File: config.mk
export PLATFORM = sky130hd
export DESIGN_NAME = bb_phase_detector_acc
export DESIGN_NICKNAME = d
export VERILOG_FILES = /design/src/rtl/bb_phase_detector_acc.sv
export SDC_FILE = /design/constraint.sdc
export NUM_CORES = 1
export LEC_CHECK = 0
export CAP_MARGIN = 20
export CORE_MARGIN = 1.5
export CORE_UTILIZATION = 53
export CTS_BUF_LIST = sky130_fd_sc_hd__clkbuf_16
export DETAILED_ROUTE_END_ITERATION = 7
export GPL_TIMING_DRIVEN = 1
export PLACE_DENSITY = 0.88
export SLEW_MARGIN = 20
export SYNTH_ARGS = -nofsm -noshare
export SYNTH_HDL_FRONTEND = slang
export SYNTH_SLANG_ARGS = --single-unit
File: constraint.sdc
create_clock -name i_clk -period 3.3 [get_ports i_clk]
set_clock_uncertainty 0.2 [all_clocks]
set_input_delay 0.33 -clock i_clk [delete_from_list [all_inputs] [get_ports i_clk]]
set_output_delay 0.33 -clock i_clk [all_outputs]
set_load 0.02 [all_outputs]
File: src/rtl/bb_phase_detector_acc.sv
// bb_phase_detector_acc: Alexander bang-bang phase detector with a
// thresholded vote accumulator producing CDR up/down pulses.
module bb_phase_detector_acc #(
    parameter int CNT_W = 6,
    parameter int ACC_W = 5,
    parameter int THR   = 4
) (
    input  logic             i_clk,
    input  logic             i_rst,
    input  logic             i_phase,
    input  logic [CNT_W-1:0] i_nb_P,
    input  logic             i_acc_clr,
    output logic             o_T,
    output logic             o_E,
    output logic             o_valid,
    output logic             o_up,
    output logic             o_dn,
    output logic [ACC_W-1:0] o_acc
);

    if (THR < 1 || THR > (2 ** (ACC_W - 1)) - 1) begin : g_thr_chk
        $error("THR must be in 1..2^(ACC_W-1)-1");
    end

    localparam logic [ACC_W:0] THR_P = (ACC_W + 1)'(THR);
    localparam logic [ACC_W:0] THR_N = ~THR_P + 1'b1;

    logic [CNT_W-1:0] cnt;
    logic [CNT_W-1:0] per;
    logic [CNT_W-1:0] per_in;
    logic [CNT_W-1:0] half;
    logic             m;
    logic             d_prev;
    logic             primed;
    logic [ACC_W-1:0] acc;
    logic [ACC_W:0]   vote;
    logic [ACC_W:0]   nxt;
    logic             wrap;
    logic             eval;
    logic             t_new;
    logic             e_new;

    assign per_in = (i_nb_P < CNT_W'(2)) ? CNT_W'(2) : i_nb_P;
    assign half   = per >> 1;
    assign wrap   = (cnt == per - 1'b1);
    assign eval   = (cnt == '0) && primed;
    assign t_new  = d_prev ^ i_phase;
    assign e_new  = d_prev ^ m;
    assign o_acc  = acc;

    always_comb begin
        vote = '0;
        if (eval && t_new) begin
            vote = e_new ? (ACC_W + 1)'(1) : '1;
        end
        nxt = {acc[ACC_W-1], acc} + vote;
    end

    always_ff @(posedge i_clk) begin
        if (!i_rst) begin
            cnt     <= '0;
            per     <= CNT_W'(2);
            m       <= 1'b0;
            d_prev  <= 1'b0;
            primed  <= 1'b0;
            o_T     <= 1'b0;
            o_E     <= 1'b0;
            o_valid <= 1'b0;
            o_up    <= 1'b0;
            o_dn    <= 1'b0;
            acc     <= '0;
        end else begin
            o_valid <= 1'b0;
            o_up    <= 1'b0;
            o_dn    <= 1'b0;
            cnt     <= wrap ? '0 : cnt + 1'b1;
            // first edge after reset takes its period directly from the port
            if (wrap || (cnt == '0 && !primed)) begin
                per <= per_in;
            end
            if (cnt == half) begin
                m <= i_phase;
            end
            if (cnt == '0) begin
                d_prev <= i_phase;
                primed <= 1'b1;
            end
            if (eval) begin
                o_valid <= 1'b1;
                o_T     <= t_new;
                o_E     <= e_new;
            end
            if (i_acc_clr) begin
                acc <= '0;
            end else if (nxt == THR_P) begin
                acc  <= '0;
                o_up <= 1'b1;
            end else if (nxt == THR_N) begin
                acc  <= '0;
                o_dn <= 1'b1;
            end else begin
                acc <= nxt[ACC_W-1:0];
            end
        end
    end

endmodule

==> flow_summary.yaml <==
setup_path:
  r2r-end: "o_acc[3]$_SDFF_PP0_"
  required_ps: 3260
  cp.arrival_ps: 3060
  worst_setup_path_start_kind: "flip-flop"
  crit_fanout: 5
  critPathBufInv: 1
  cpMostUsedCell: "ha_1"
  path_class: "reg2reg"
  r2r_start: "cnt[1]$_SDFF_PP0_"
  path_depth: 12
  critical_path.top_delay_family: "adder cells"
  r2r_cells: 12
  cpPeakStageDelay_ps: 440
  r2r_setup_slack_ps: 200
  cp-end-kind: "flip-flop"
  cp_slowest_cell: "dfxtp_1"
  path_cells: "inv_1 > ha_1 > and2_1 > nand2_1 > nor2_1 > ha_1 > fa_1 > a21o_1 > a21oi_1 > xnor2_1 > nand3_1 > and3_1"
drt:
  post_drt_wl_per_cell_um: 13.53
  routed_wl_mm: 2.814
  initialDrtViolationCount: 24
  drt_pass1_iterations: 4
  via_count: 1147
  vias_per_cell: 5.514
  drc: 0
  ant_nets: 0
grt:
  grt_pass1_wl_mm: 4.512
  grt-ovfl-total: 0
  grt_max_degree: 15
  grt_util_all_layers_pct: 21.41
  antenna_found_initial: 0
  grt_pass1_vias: 1109
finish:
  final_nets: 198
  area_delta_synth_final_pct: 21.38
  drive_gt1_share_pct: 4.494
  fillers: 204
  multi_input_area_um2: 827.0
  regArea_um2: 500.5
  antenna_cells: 0
  utilization_pct: 67.68
timing:
  maxSlewViolCount: 0
  tns_ps: 0
  fin_crit_sh_pct: 93.97
  hold_ws_ps: 305.1
  worst_slew_pin_slew_ps: 684.1
  finalSetupViolCount: 0
  finalCriticalPeriod_ps: 3101
  fmax_ghz: 0.3225
  max-slew-margin-rel_pct: 54.00
  hold_viol: 0
  rsz0062_at_grt: "false"
logic_synthesis:
  netlist_instances: 158
  synth_seq_cells: 25
  avgSynthCellArea_um2: 8.743
  syn_nets: 177
  syn_area_um2: 1381
  synth_top_area_share_pct: 36.23
  ys_warn_count: 0
  synth_area_leader_cell: "dfxtp_1"
  synthFlopType: "dfxtp_1"
  async_flop_share_pct: 0
  synth_area_leaders: "dfxtp_1 36%, xnor2_1 9.5%, ha_1 7.2%, mux2i_1 6.5%, nor2_1 6.3%"
  ys_seq_area_share_pct: 36.23
  synth_edf_count: 0
  yosys.cell_types.count: 32
pwr:
  seqPwrFrac_pct: 33.9
  power.internal_mw: 0.8718
  p_switching_mw: 0.5421
  ir_worst_vdd_mv: 0.6228
  switching_share_pct: 38.34
  p_leak_nw: 0.7204
  clkPwrFrac_pct: 19.4
  power.density_nw_per_um2: 843.3
  p_comb_share_pct: 46.7
clock_network:
  cts_hold_buf: 0
  cts_root_buf: "clkbuf_16"
  cts_resized: 0
  cts_tree: "done"
  cts.sinks: 25
  clockBufferDepth: 2
  cts_buffers: 3
  htreeDepth: 1
  cts_setup_buffers: 0
  worstSkewPairLatency_ps: 260
  path_clk_slew_ps: 60
floorplanning:
  core_region_area_um2: 2477
  dieArea_um2: 2921
  io_pins: 20
  initial_core_util_pct: 55.76
  die_w_um: 54.05
  die_y_um: 54.05
  rows: 18
placed_design:
  io_buffers: 19
  gp_congestion: 0.7892
  dp.final_hpwl_mm: 2.138
hold_path:
  min_path_type: "reg2reg"
  hold_depth: 2
  min_from: "o_E$_SDFFE_PN0P_"
  hold_end: "o_E$_SDFFE_PN0P_"
flow_run:
  maxCapViolations: 0
outcome:
  status: "finished clean"
## cell usage in the layout, fill, tap and decap left out, types with 3 or more instances in the layout
master           count
clkbuf_16            3
xnor2_1             15
dfxtp_1             25
nor2_1              23
nor4_1               3
nand2_1             14
mux2i_1              9
ha_1                 8
a21oi_1              3
and2_1               6
clkdlybuf4s50_1     19
nor3_1               5
inv_1                7
and3_1               3
nand3_1              5
xor2_1               6
## cell families after synthesis
logic type	after synthesis	synth area share [%]
simple gates	66	22.92
compound gates	16	8.422
flops	25	36.23
fa+ha+maj	9	8.696
xor+xnor	21	13.32
buf+inv	12	3.895
mux	9	6.522
## flip-flops by register name (all words and copies together) (netlist names)
register	count
cnt	6
o_up	1
primed	1
d_prev	1
o_valid	1
m	1
o_acc	5
o_T	1
o_E	1
per	6
o_dn	1
## power groups by stage
stage	sequential [mW]	clock (mW)	combinational, mW
after floorplan	0.486	0	0.514
after CTS	0.478	0.275	0.665
final	0.480	0.274	0.660
after detailed placement	0.485	0	0.656
after global placement	0.481	0	0.618
after global routing	0.490	0.287	0.726
## stage by stage
step / power (mW) / cells / cell area [um^2] / worst slack [ps]
global placement: 1.099 / 204 / 1597 / 364.0
floorplan: 0.9996 / 158 / 1381 / 411.8
detailed placement: 1.141 / 204 / 1597 / 202.7
CTS: 1.419 / 208 / 1677 / 185.3
global route: 1.504 / 208 / 1677 / 28.13
finish: 1.414 / 208 / 1677 / 199.1
## how the worst max path moves through the flow
stage | start | end | slack [ps]
2_1_floorplan | cnt[2]$_SDFF_PP0_ | o_acc[3]$_SDFF_PP0_ | 410
3_5_place_dp | cnt[1]$_SDFF_PP0_ | o_acc[3]$_SDFF_PP0_ | 200
6_report | cnt[1]$_SDFF_PP0_ | o_acc[3]$_SDFF_PP0_ | 200
5_1_grt | cnt[1]$_SDFF_PP0_ | o_acc[3]$_SDFF_PP0_ | 30
4_1_cts | cnt[1]$_SDFF_PP0_ | o_acc[3]$_SDFF_PP0_ | 190
3_3_place_gp | i_phase | o_acc[4]$_SDFF_PP0_ | 360
## per-layer routing
metal | routed length, um | vias to the layer above | global-route usage, % | part of all wire [%]
met5 | 0 | - | 0 | 0
met4 | 27 | 0 | 7.917 | 0.96
met3 | 105 | 4 | 5.278 | 3.7
met2 | 1378 | 27 | 37.60 | 49
met1 | 1302 | 542 | 25.00 | 46
li1 | - | 574 | - | -
## synth_stat cells (all sizes together) (4+ instances only)
master,instances
inv,7
mux2i,9
nand2,14
clkbuf,4
xnor2,15
nor2,23
ha,8
nor3,5
nand3,5
dfxtp,25
and2,6
xor2,6
## area by class of cell
| class | count | share of cell area, % |
|---|---|---|
| Clock buffer | 3 | 4.478 |
| Clock inverter | 1 | 0.2985 |
| Inverter | 7 | 1.567 |
| Multi-Input combinational cell | 121 | 49.33 |
| Sequential cell | 25 | 29.85 |
| Tap cell | 30 | 2.239 |
| Timing Repair Buffer | 21 | 12.24 |
## worst min-delay path, stage by stage, from the launching register on
cell	delay (ps)
dfxtp_1	330
mux2i_1	70
nor2_1	80
No activity file was read; power rests on OpenSTA's default activity.
